==> config.mk <==
export PLATFORM = sky130hd
export DESIGN_NAME = serial_catch_seq
export DESIGN_NICKNAME = d
export VERILOG_FILES = /design/src/rtl/serial_catch_seq_pkg.sv /design/src/rtl/serial_catch_idx.sv /design/src/rtl/serial_catch_seq.sv
export SDC_FILE = /design/constraint.sdc
export NUM_CORES = 1
export LEC_CHECK = 0
export ABC_CLOCK_PERIOD_IN_PS = 5000
export CELL_PAD_IN_SITES_DETAIL_PLACEMENT = 1
export CELL_PAD_IN_SITES_GLOBAL_PLACEMENT = 2
export CORE_MARGIN = 4
export CORE_UTILIZATION = 24
export DETAILED_ROUTE_END_ITERATION = 10
export HOLD_SLACK_MARGIN = 0.08
export PLACE_DENSITY = 0.88
export SLEW_MARGIN = 20
export SYNTH_ARGS = -nofsm -noshare
export SYNTH_HDL_FRONTEND = slang
export SYNTH_SLANG_ARGS = --single-unit
==> constraint.sdc <==
create_clock -name clk -period 5 [get_ports clk]
set_input_delay 1 -clock clk [delete_from_list [all_inputs] [get_ports clk]]
set_output_delay 1 -clock clk [all_outputs]
set_load 0.005 [all_outputs]
==> src/rtl/serial_catch_seq_pkg.sv <==
// Shared definitions for the bit-serial catch sequencer and its 1-to-9 demux.
package serial_catch_seq_pkg;

   typedef enum logic {
      IDLE = 1'b0,
      RUN  = 1'b1
   } state_t;

   // Number of consecutive frame bits captured by the demux.
   localparam int CATCH_LEN = 9;

endpackage

==> src/rtl/serial_catch_idx.sv <==
// Bit-index counter for serial_catch_seq: clear, load-1 (sof), increment with
// wrap to 0 after the last frame index.
module serial_catch_idx #(
   parameter int FRAME_LEN = 32,
   parameter int SEL_W     = 5
) (
   input  logic             clk,
   input  logic             reset,
   input  logic             clr,
   input  logic             load1,
   input  logic             inc,
   output logic [SEL_W-1:0] idx
);

   localparam logic [SEL_W-1:0] LAST_IDX = SEL_W'(FRAME_LEN - 1);

   always_ff @(posedge clk) begin
      if (reset || clr) begin
         idx <= '0;
      end else if (load1) begin
         idx <= SEL_W'(1);
      end else if (inc) begin
         idx <= (idx == LAST_IDX) ? '0 : idx + SEL_W'(1);
      end
   end

endmodule

==> src/rtl/serial_catch_seq.sv <==
// Sequencer steering a framed serial bitstream into a 1-to-9 catch demux.
// Optional SERIAL_CATCH_STATS_EN adds saturating frame/error counters.
module serial_catch_seq
   import serial_catch_seq_pkg::*;
#(
   parameter int FRAME_LEN       = 32,
   parameter int CATCH_START_BIT = 10,
   parameter int SEL_W           = 5,
   parameter int PARK_SEL        = 0
) (
   input  logic             clk,
   input  logic             reset,
   input  logic             enable,
   input  logic             abort,
   input  logic             ser_valid,
   input  logic             ser_sof,
   output logic             ser_ready,
   output logic [SEL_W-1:0] sel,
   output logic             busy,
   output logic [SEL_W-1:0] bit_idx,
   output logic             frame_valid,
   output logic             err_sof,
   output logic             err_nosof
`ifdef SERIAL_CATCH_STATS_EN
   ,
   input  logic             stats_clr,
   output logic [15:0]      frame_cnt,
   output logic [15:0]      err_cnt
`endif
);

   localparam logic [SEL_W-1:0] PARK       = SEL_W'(PARK_SEL);
   localparam logic [SEL_W-1:0] LAST_IDX   = SEL_W'(FRAME_LEN - 1);
   localparam logic [SEL_W-1:0] CATCH_LAST = SEL_W'(CATCH_START_BIT + CATCH_LEN - 1);

   state_t state, state_nx;
   logic   acc;
   logic   idx_clr, idx_load1, idx_inc;
   logic   fv_nx, esof_nx, enosof_nx;

   assign ser_ready = enable && !abort;
   assign acc       = ser_valid && ser_ready;
   assign busy      = (state == RUN);

   serial_catch_idx #(
      .FRAME_LEN (FRAME_LEN),
      .SEL_W     (SEL_W)
   ) u_idx (
      .clk   (clk),
      .reset (reset),
      .clr   (idx_clr),
      .load1 (idx_load1),
      .inc   (idx_inc),
      .idx   (bit_idx)
   );

   // The demux samples every clock, so sel parks whenever no bit is counted.
   always_comb begin
      state_nx  = state;
      sel       = PARK;
      idx_clr   = 1'b0;
      idx_load1 = 1'b0;
      idx_inc   = 1'b0;
      fv_nx     = 1'b0;
      esof_nx   = 1'b0;
      enosof_nx = 1'b0;
      if (abort) begin
         state_nx = IDLE;
         idx_clr  = 1'b1;
      end else if (acc) begin
         if (ser_sof) begin
            sel       = '0;
            idx_load1 = 1'b1;
            state_nx  = RUN;
            esof_nx   = (state == RUN);
         end else if (state == IDLE) begin
            enosof_nx = 1'b1;
         end else begin
            sel     = bit_idx;
            idx_inc = 1'b1;
            fv_nx   = (bit_idx == CATCH_LAST);
            if (bit_idx == LAST_IDX) begin
               state_nx = IDLE;
            end
         end
      end
   end

   // Pulses register alongside the demux outputs they describe.
   always_ff @(posedge clk) begin
      if (reset) begin
         state       <= IDLE;
         frame_valid <= 1'b0;
         err_sof     <= 1'b0;
         err_nosof   <= 1'b0;
      end else begin
         state       <= state_nx;
         frame_valid <= fv_nx;
         err_sof     <= esof_nx;
         err_nosof   <= enosof_nx;
      end
   end

`ifdef SERIAL_CATCH_STATS_EN
   function automatic logic [15:0] sat_inc16(input logic [15:0] v);
      return (v == 16'hFFFF) ? v : v + 16'd1;
   endfunction

   always_ff @(posedge clk) begin
      if (reset || stats_clr) begin
         frame_cnt <= '0;
         err_cnt   <= '0;
      end else begin
         if (frame_valid) begin
            frame_cnt <= sat_inc16(frame_cnt);
         end
         if (err_sof || err_nosof) begin
            err_cnt <= sat_inc16(err_cnt);
         end
      end
   end
`endif

endmodule

== Word level (Yosys, flattened, before mapping) ==
Index checks and enable logic that the tools add are counted.
Word-level totals
  flip-flop bits (word level): 9
  input port bits: 6
  output and inout port bits: 15
  logic and storage cells: 41
Operators by class
  $add $sub $neg: 1
  equal/unequal tests: 2
  multiplexer cells: 19
  bitwise operators: 3
  reductions and logical operators: 10
Operators with widths (count)
  two-way mux 5 bit: 5
  two-way mux 1 bit: 14
  == test 5 bit (second input constant): 2
  OR reduction 4 bit: 2
  adder 5 x 1 -> 5 bit (second input constant): 1
  OR reduction 5 bit: 1
  OR reduction 2 bit: 2
  inverter 1 bit: 3
  logical AND 1 bit: 2
  nonzero test 2 bit: 1
  zero test 1 bit: 1
  logical OR 1 bit: 1

== Longest topological paths before layout ==
Gate-level depths: netlist (run 1).
  word-level depth: 7
  mapped depth: 6
  depth with buffers taken out: 6

== By module ==
Synthesis (run 1) repeated with hierarchy kept, for this count alone.
Unflattened totals
  cell total of the unflattened synthesis: 49
  area total of the unflattened synthesis: 479.2 um^2
By module, submodules not included
  serial_catch_idx: instances 1, cells each 26, area each 241.5 um^2, seq. area each 100.1 um^2
  serial_catch_seq: instances 1, cells each 23, area each 237.7 um^2, seq. area each 80.1 um^2

== Least setup slack after synthesis (run 1) ==
OpenSTA, ideal clock, no wires.
  kind: in2out
  from: input port abort
  to: output port sel[4]
  data arrival time: 1.510 ns
  data required time: 4.000 ns
  slack: 2.490 ns
  stages: 3
  buffers on the path: 1
  cell sequence: and3b_1 buf_2 and3_1
On the way
  word-level cells in the longest chain between the ends: 5
Ends and longest elaborated chain
  from (decl): line serial_catch_seq.sv:14  | input logic abort,
  zero test 1 bit: line serial_catch_seq.sv:41  | assign ser_ready = enable && !abort;
  logical AND 1 bit: line serial_catch_seq.sv:41
  logical AND 1 bit: line serial_catch_seq.sv:42  | assign acc = ser_valid && ser_ready;
  two-way mux 5 bit: line serial_catch_seq.sv:70  | end else if (acc) begin
  two-way mux 5 bit *: line serial_catch_seq.sv:67  | if (abort) begin
  to (decl): line serial_catch_seq.sv:18  | output logic [SEL_W-1:0] sel,
Every way passes the cells marked *; elsewhere a longest branch is shown, timed or not.

== Worst setup path after layout (run 1) ==
  from: input port enable
  to: output port sel[4]
On the way
  word-level cells in the longest chain between the ends: 4
Ends and longest elaborated chain
  from (decl): line serial_catch_seq.sv:13  | input logic enable,
  logical AND 1 bit: line serial_catch_seq.sv:41
  logical AND 1 bit: line serial_catch_seq.sv:42
  two-way mux 5 bit: line serial_catch_seq.sv:70
  two-way mux 5 bit: line serial_catch_seq.sv:67
Every way passes these cells.

==> results of run 1 <==
-- critical path, stage by stage --
cell	delay, ns
clkdlybuf4s50_1	0.56
and3b_1	0.37
and3_1	0.23
clkdlybuf4s50_1	0.51
-- cells by family after synthesis --
kind of cell,after synthesis,synth area share
adder cells (fa/ha/maj),4,0.0993
AO/OA/AOI/OAI,15,0.174
flip-flops,9,0.357
buffers and inverters,4,0.0322
AND/OR/NAND/NOR,27,0.337
-- flip-flops by register name, indices dropped and copies added (netlist names) --
| signal | count |
|---|---|
| u_idx.idx | 5 |
| busy | 1 |
| err_nosof | 1 |
| err_sof | 1 |
| frame_valid | 1 |
-- metal layers --
layer	track usage	vias to the layer above	share of wire
li1	-	259	-
met1	0.152	239	0.46
met2	0.167	20	0.44
met3	0.0222	5	0.061
met4	0.102	0	0.036
met5	0	-	0
-- power breakdown --
part / switching, mW / leakage, nW / internal [mW]
combinational: 0.00622 / 0.207 / 0.00713
clock: 0.0304 / 0.0150 / 0.0310
sequential: 0.000425 / 0.0725 / 0.0719
-- placed cells by master, fill, tap and decap left out, types with 3 or more instances in the layout --
cell type         n
ha_1              4
and3_1            7
clkbuf_4          3
dfxtp_1           9
o21ai_0           4
nor2_1            3
nor3_1            3
a21oi_1           6
clkdlybuf4s50_1  20
-- stage by stage --
| stage | utilization | std cells |
|---|---|---|
| CTS | 0.381 | 108 |
| global placement | 0.368 | 104 |
| global route | 0.381 | 108 |
| floorplan | - | 59 |
| finish | 0.381 | 108 |
| detailed placement | 0.368 | 104 |
-- final timing paths --
| kind | cells past startpoint | to | startpoint | slack, ns |
|---|---|---|---|---|
| max reg2reg | 5 | u_idx.idx[1]$_SDFFE_PP0P_ | u_idx.idx[1]$_SDFFE_PP0P_ | 3.19 |
| min | 2 | err_sof$_SDFF_PP0_ | busy$_SDFFE_PP0P_ | 0.54 |
| max | 4 | sel[4] | enable | 1.33 |
| min reg2reg | 2 | err_sof$_SDFF_PP0_ | busy$_SDFFE_PP0P_ | 0.54 |
-- final cells by class --
class / count / area share
clock buffer: 4 / 0.0348
multi-input combinational: 46 / 0.407
inverter: 2 / 0.00993
timing repair buffer: 20 / 0.265
sequential: 9 / 0.238
tap: 27 / 0.0447
==> metrics.md, run 1 <==
| Metric | Value |
|---|---|
| Syn_area_per_cell | `8.55 µm²` |
| Worst hold slack | `0.543 ns` |
| Vias per cell | `4.84` |
| Netlist cell types | `25` |
| Drt drc | `0` |
| Register area | `180 µm²` |
| Post-route clock period utilization | `0.734` |
| Clock transition at the registers of the reported paths | `0.06 ns` |
| First-pass GRT wire length | `2340 µm` |
| P&R area growth vs syn | `49.9%` |
| Final ANT Viol Nets | `0` |
| Pre-CTS setup slack | `1.34 ns` |
| Final setup viols | `0` |
| Largest net degree at the start of global routing | `11` |
| Synth top area share | `0.357` |
| PwrDens | `195 nW/µm²` |
| Vias in the first global route | `474` |
| Data required time of the critical path | `4.00 ns` |
| Critical path class | `input pin to output pin` |
| Cts repair resizes | `0` |
| EDFF count, synth | `0` |
| First-pass iteration count of the detailed router | `4` |
| Final net count | `92` |
| Clk buf depth | `2` |
| H-tree levels | `1` |
| Fmax | `273 MHz` |
| Diode count | `0` |
| Post-CTS Setup Inserts | `0` |
| Most frequent cell after synthesis | `dfxtp_1` |
| Initial antenna violation count | `0` |
| Clock latency on the worst-skew pair | `0.28 ns` |
| Top-Level Pins | `21` |
| Initial DRC count | `2` |
| Dpl hpwl | `1100 µm` |
| Pleak | `0.294 nW` |
| Fin worst setup slack | `1.33 ns` |
| Cell area after synthesis | `504 µm²` |
| Hold Fails Final Rpt | `0` |
| Clock Skews | `0.00674 ns` |
| Sequential area share after synthesis | `0.357` |
| Total Wirelength | `1510 µm` |
| DIE AREA | `2900 µm²` |
| Post-Layout Inst Area | `756 µm²` |
| CTS tree | `yes` |
| Standard-cell row count | `16` |
| Setup TNS | `0 ns` |
| Status | `complete, no violations` |
| # hold bufs at CTS | `0` |
| Port Buffers | `20` |
| Slew @ Worst Pin | `0.389 ns` |
| CP endpoint kind | `output pin` |
| Asr flop ratio synth | `0` |
| Gr ovfl total | `0` |
| Total GRT Usage | `0.119` |
| Worst setup SP type | `input pin` |
| RSZ-0062 raised after global routing | `false` |
| Area of the multi-input gates | `308 µm²` |
| Die height | `53.8 µm` |
| Share of layout cells above drive strength 1 | `0.0741` |
| Via count | `523` |
| CTS sink cnt | `9` |
| Slew HR | `0.740` |
| Fillcell total | `240` |
| Power, Total | `147 µW` |
| Area contributors post-synth | `dfxtp_1 36%, ha_1 9.9%, and3_1 8.7%` |
| Yosys warns | `0` |
| WL per Instance | `14.0 µm` |
| Placed Area | `729 µm²` |
| Post-synth top cells | `9 x dfxtp_1, 7 x and3_1, 6 x a21oi_1, 4 x ha_1, 4 x o21ai_0` |
| Maximum VDD drop | `0.116 mV` |
| RD Place Congestion | `0.818` |
| Post-synth top area cell | `dfxtp_1` |
| Area of the core | `1980 µm²` |
| Post-synth top flop | `dfxtp_1` |
| CTS Root Buffer Type | `clkbuf_4` |
| #FFs+latches synth | `9` |
| Die width | `53.8 µm` |
| Max-cap violation count | `0` |
| Max Slew Vio Count | `0` |
| Num CTS Buffers | `3` |
| Synth Instances | `59` |
| Max FO, Critical Path | `10` |
| Worst hold path type | `flop to flop` |
| Synth Net Count | `69` |
| Data arrival, critical path | `2.67 ns` |
| Post-layout min period | `3.67 ns` |
| Initial Util | `0.254` |
No activity file was read; power rests on OpenSTA's default activity.
==> inputs of run 2 (changes only) <==
--- a/config.mk
+++ b/config.mk
@@ -5,14 +5,14 @@
 export SDC_FILE = /design/constraint.sdc
 export NUM_CORES = 1
 export LEC_CHECK = 0
-export ABC_CLOCK_PERIOD_IN_PS = 5000
+export ABC_CLOCK_PERIOD_IN_PS = 3000
 export CELL_PAD_IN_SITES_DETAIL_PLACEMENT = 1
 export CELL_PAD_IN_SITES_GLOBAL_PLACEMENT = 2
 export CORE_MARGIN = 4
-export CORE_UTILIZATION = 24
+export CORE_UTILIZATION = 20
 export DETAILED_ROUTE_END_ITERATION = 10
 export HOLD_SLACK_MARGIN = 0.08
-export PLACE_DENSITY = 0.88
+export PLACE_DENSITY = 0.79
 export SLEW_MARGIN = 20
 export SYNTH_ARGS = -nofsm -noshare
 export SYNTH_HDL_FRONTEND = slang
==> constraint.sdc (replaced) <==
create_clock -name clk -period 3 [get_ports clk]
set_input_delay 0.6 -clock clk [delete_from_list [all_inputs] [get_ports clk]]
set_output_delay 0.6 -clock clk [all_outputs]
set_load 0.005 [all_outputs]
==> run 2 against run 1 <==
  * Flip-flop and latch count stayed put
  * Clock skew is 0.0064 ns lower
  * Total power is 63% higher
  * Sequential power is 67% higher
  * Non-clock buffer count is 3 higher
  * Die area is 17% higher
  * Final cell count is 3.7% higher
  * Global-route usage is 2.4 points lower
  * Wire length is 2.5% higher
  * Final area is 3.1% higher
  * Combinational power is 83% higher
  * Largest cell class unchanged
==> metrics.md, run 2 (synthesis results as in run 1) <==
| Metric | Value |
|---|---|
| Diode count | `0` |
| CP endpoint kind | `output pin` |
| Finished Layout Cells | `112` |
| Final ANT Viol Nets | `0` |
| Num CTS Buffers | `3` |
| Area of the multi-input gates | `308 µm²` |
| Clock Skews | `0.000368 ns` |
| Largest net degree at the start of global routing | `10` |
| Vias in the first global route | `546` |
| Slew HR | `0.802` |
| Post-route clock period utilization | `0.935` |
| H-tree levels | `1` |
| Cts repair resizes | `0` |
| Post-layout min period | `2.80 ns` |
| Hold Fails Final Rpt | `0` |
| Register area | `180 µm²` |
| Total GRT Usage | `0.0943` |
| Power, Total | `240 µW` |
| CTS tree | `yes` |
| Die width | `58.2 µm` |
| Most frequent cells in the layout | `20 x clkdlybuf4s50_1, 9 x dfxtp_1, 7 x and3_1` |
| Fmax | `357 MHz` |
| Fillcell total | `286` |
| RD Place Congestion | `0.796` |
| CP most frequent cell | `clkdlybuf4s50_1` |
| Post-CTS Setup Inserts | `0` |
| First-pass GRT wire length | `2460 µm` |
| Port Buffers | `20` |
| Standard-cell row count | `17` |
| Area of the core | `2300 µm²` |
| PwrDens | `308 nW/µm²` |
| # hold bufs at CTS | `0` |
| Maximum VDD drop | `0.150 mV` |
| Commonest non-fill, non-tap cell in the layout | `clkdlybuf4s50_1` |
| Status | `complete, no violations` |
| Final setup viols | `0` |
| Max Slew Vio Count | `0` |
| Fin worst setup slack | `0.196 ns` |
| Slowest stage delay, CP | `0.54 ns` |
| Delay-heaviest family, CP | `buffers and inverters` |
| Setup TNS | `0 ns` |
| Initial DRC count | `7` |
| CTS sink cnt | `9` |
| RSZ-0062 raised after global routing | `false` |
| Clock transition at the registers of the reported paths | `0.06 ns` |
| Worst setup SP type | `input pin` |
| Critical path class | `input pin to output pin` |
| Gr ovfl total | `0` |
| Clk buf depth | `2` |
| Critical-path top delay cell | `clkdlybuf4s50_1` |
| Top-Level Pins | `21` |
| Crit-path cells | `clkdlybuf4s50_1, and3b_1, and3_1, clkdlybuf4s50_1` |
| Pleak | `0.310 nW` |
| CTS Root Buffer Type | `clkbuf_4` |
| Largest register FFs | `5` |
| Vias per cell | `4.86` |
| Data required time of the critical path | `2.40 ns` |
| Worst hold path type | `flop to flop` |
| Final net count | `95` |
| Most flops, register | `u_idx.idx` |
| Die height | `58.2 µm` |
| Clock latency on the worst-skew pair | `0.26 ns` |
| P&R area growth vs syn | `54.6%` |
| First-pass iteration count of the detailed router | `4` |
| Via count | `544` |
| Pre-CTS setup slack | `0.190 ns` |
| DIE AREA | `3390 µm²` |
| Data arrival, critical path | `2.20 ns` |
| Max-cap violation count | `0` |
| Share of layout cells above drive strength 1 | `0.107` |
| WL per Instance | `13.8 µm` |
| Total Wirelength | `1540 µm` |
| Drt drc | `0` |
| Slew @ Worst Pin | `0.296 ns` |
| Post-Place Cells | `108` |
| Crit path buf inv count | `2` |
| Max FO, Critical Path | `8` |
| Initial Util | `0.219` |
| Initial antenna violation count | `0` |
| Dpl hpwl | `1210 µm` |
run 2: metal layers:
| metal | part of all wire | global-route usage | up-vias | routed length (µm) |
|---|---|---|---|---|
| met1 | 0.48 | 0.120 | 256 | 740 |
| met3 | 0.052 | 0.0200 | 2 | 80 |
| met5 | 0 | 0 | - | 0 |
| li1 | - | - | 268 | - |
| met2 | 0.45 | 0.148 | 18 | 699 |
| met4 | 0.015 | 0.0497 | 0 | 23 |
run 2: worst paths after layout:
path | start | end | slack [ns] | cells after the start
worst min register to register | busy$_SDFFE_PP0P_ | err_sof$_SDFF_PP0_ | 0.55 | 2
worst max register to register | u_idx.idx[0]$_SDFFE_PP0P_ | u_idx.idx[1]$_SDFFE_PP0P_ | 1.18 | 5
worst max-delay path | ser_valid | sel[4] | 0.20 | 4
worst min-delay path | busy$_SDFFE_PP0P_ | err_sof$_SDFF_PP0_ | 0.55 | 2
run 2: through the flow:
| stage | hold slack [ns] | area [µm²] | utilization |
|---|---|---|---|
| floorplan | 0.492 | 504 | - |
| finish | 0.551 | 779 | 0.339 |
| global placement | 0.533 | 753 | 0.328 |
| detailed placement | 0.550 | 753 | 0.328 |
| global route | 0.588 | 779 | 0.339 |
| CTS | 0.559 | 779 | 0.339 |
run 2: report_power, final:
part	switching, mW	internal (mW)
sequential	0.000776	0.120
clock	0.0434	0.0513
combinational	0.0110	0.0134
total	0.0552	0.185
run 2: cell type report:
class                   count  area share
clock buffers               4      0.0337
multi-input cells          46       0.395
well taps                  28      0.0449
repair buffers             23       0.286
inverters                   2     0.00963
flip-flops and latches      9       0.231
run 2: worst register-to-register path, stage by stage (launching register included):
cell and delay, ns:
dfxtp_1 0.37, ha_1 0.26, and3_1 0.21, ha_1 0.23
or4_1 0.54, a21oi_1 0.15
==> inputs of run 3 (changes only) <==
--- a/config.mk
+++ b/config.mk
@@ -11,7 +11,8 @@
 export CORE_MARGIN = 4
 export CORE_UTILIZATION = 20
 export DETAILED_ROUTE_END_ITERATION = 10
-export HOLD_SLACK_MARGIN = 0.08
+export GPL_ROUTABILITY_DRIVEN = 1
+export HOLD_SLACK_MARGIN = 0.06
 export PLACE_DENSITY = 0.79
 export SLEW_MARGIN = 20
 export SYNTH_ARGS = -nofsm -noshare
==> results of run 3 <==
The final DEF is identical to that of run 2; final timing and power are the same.
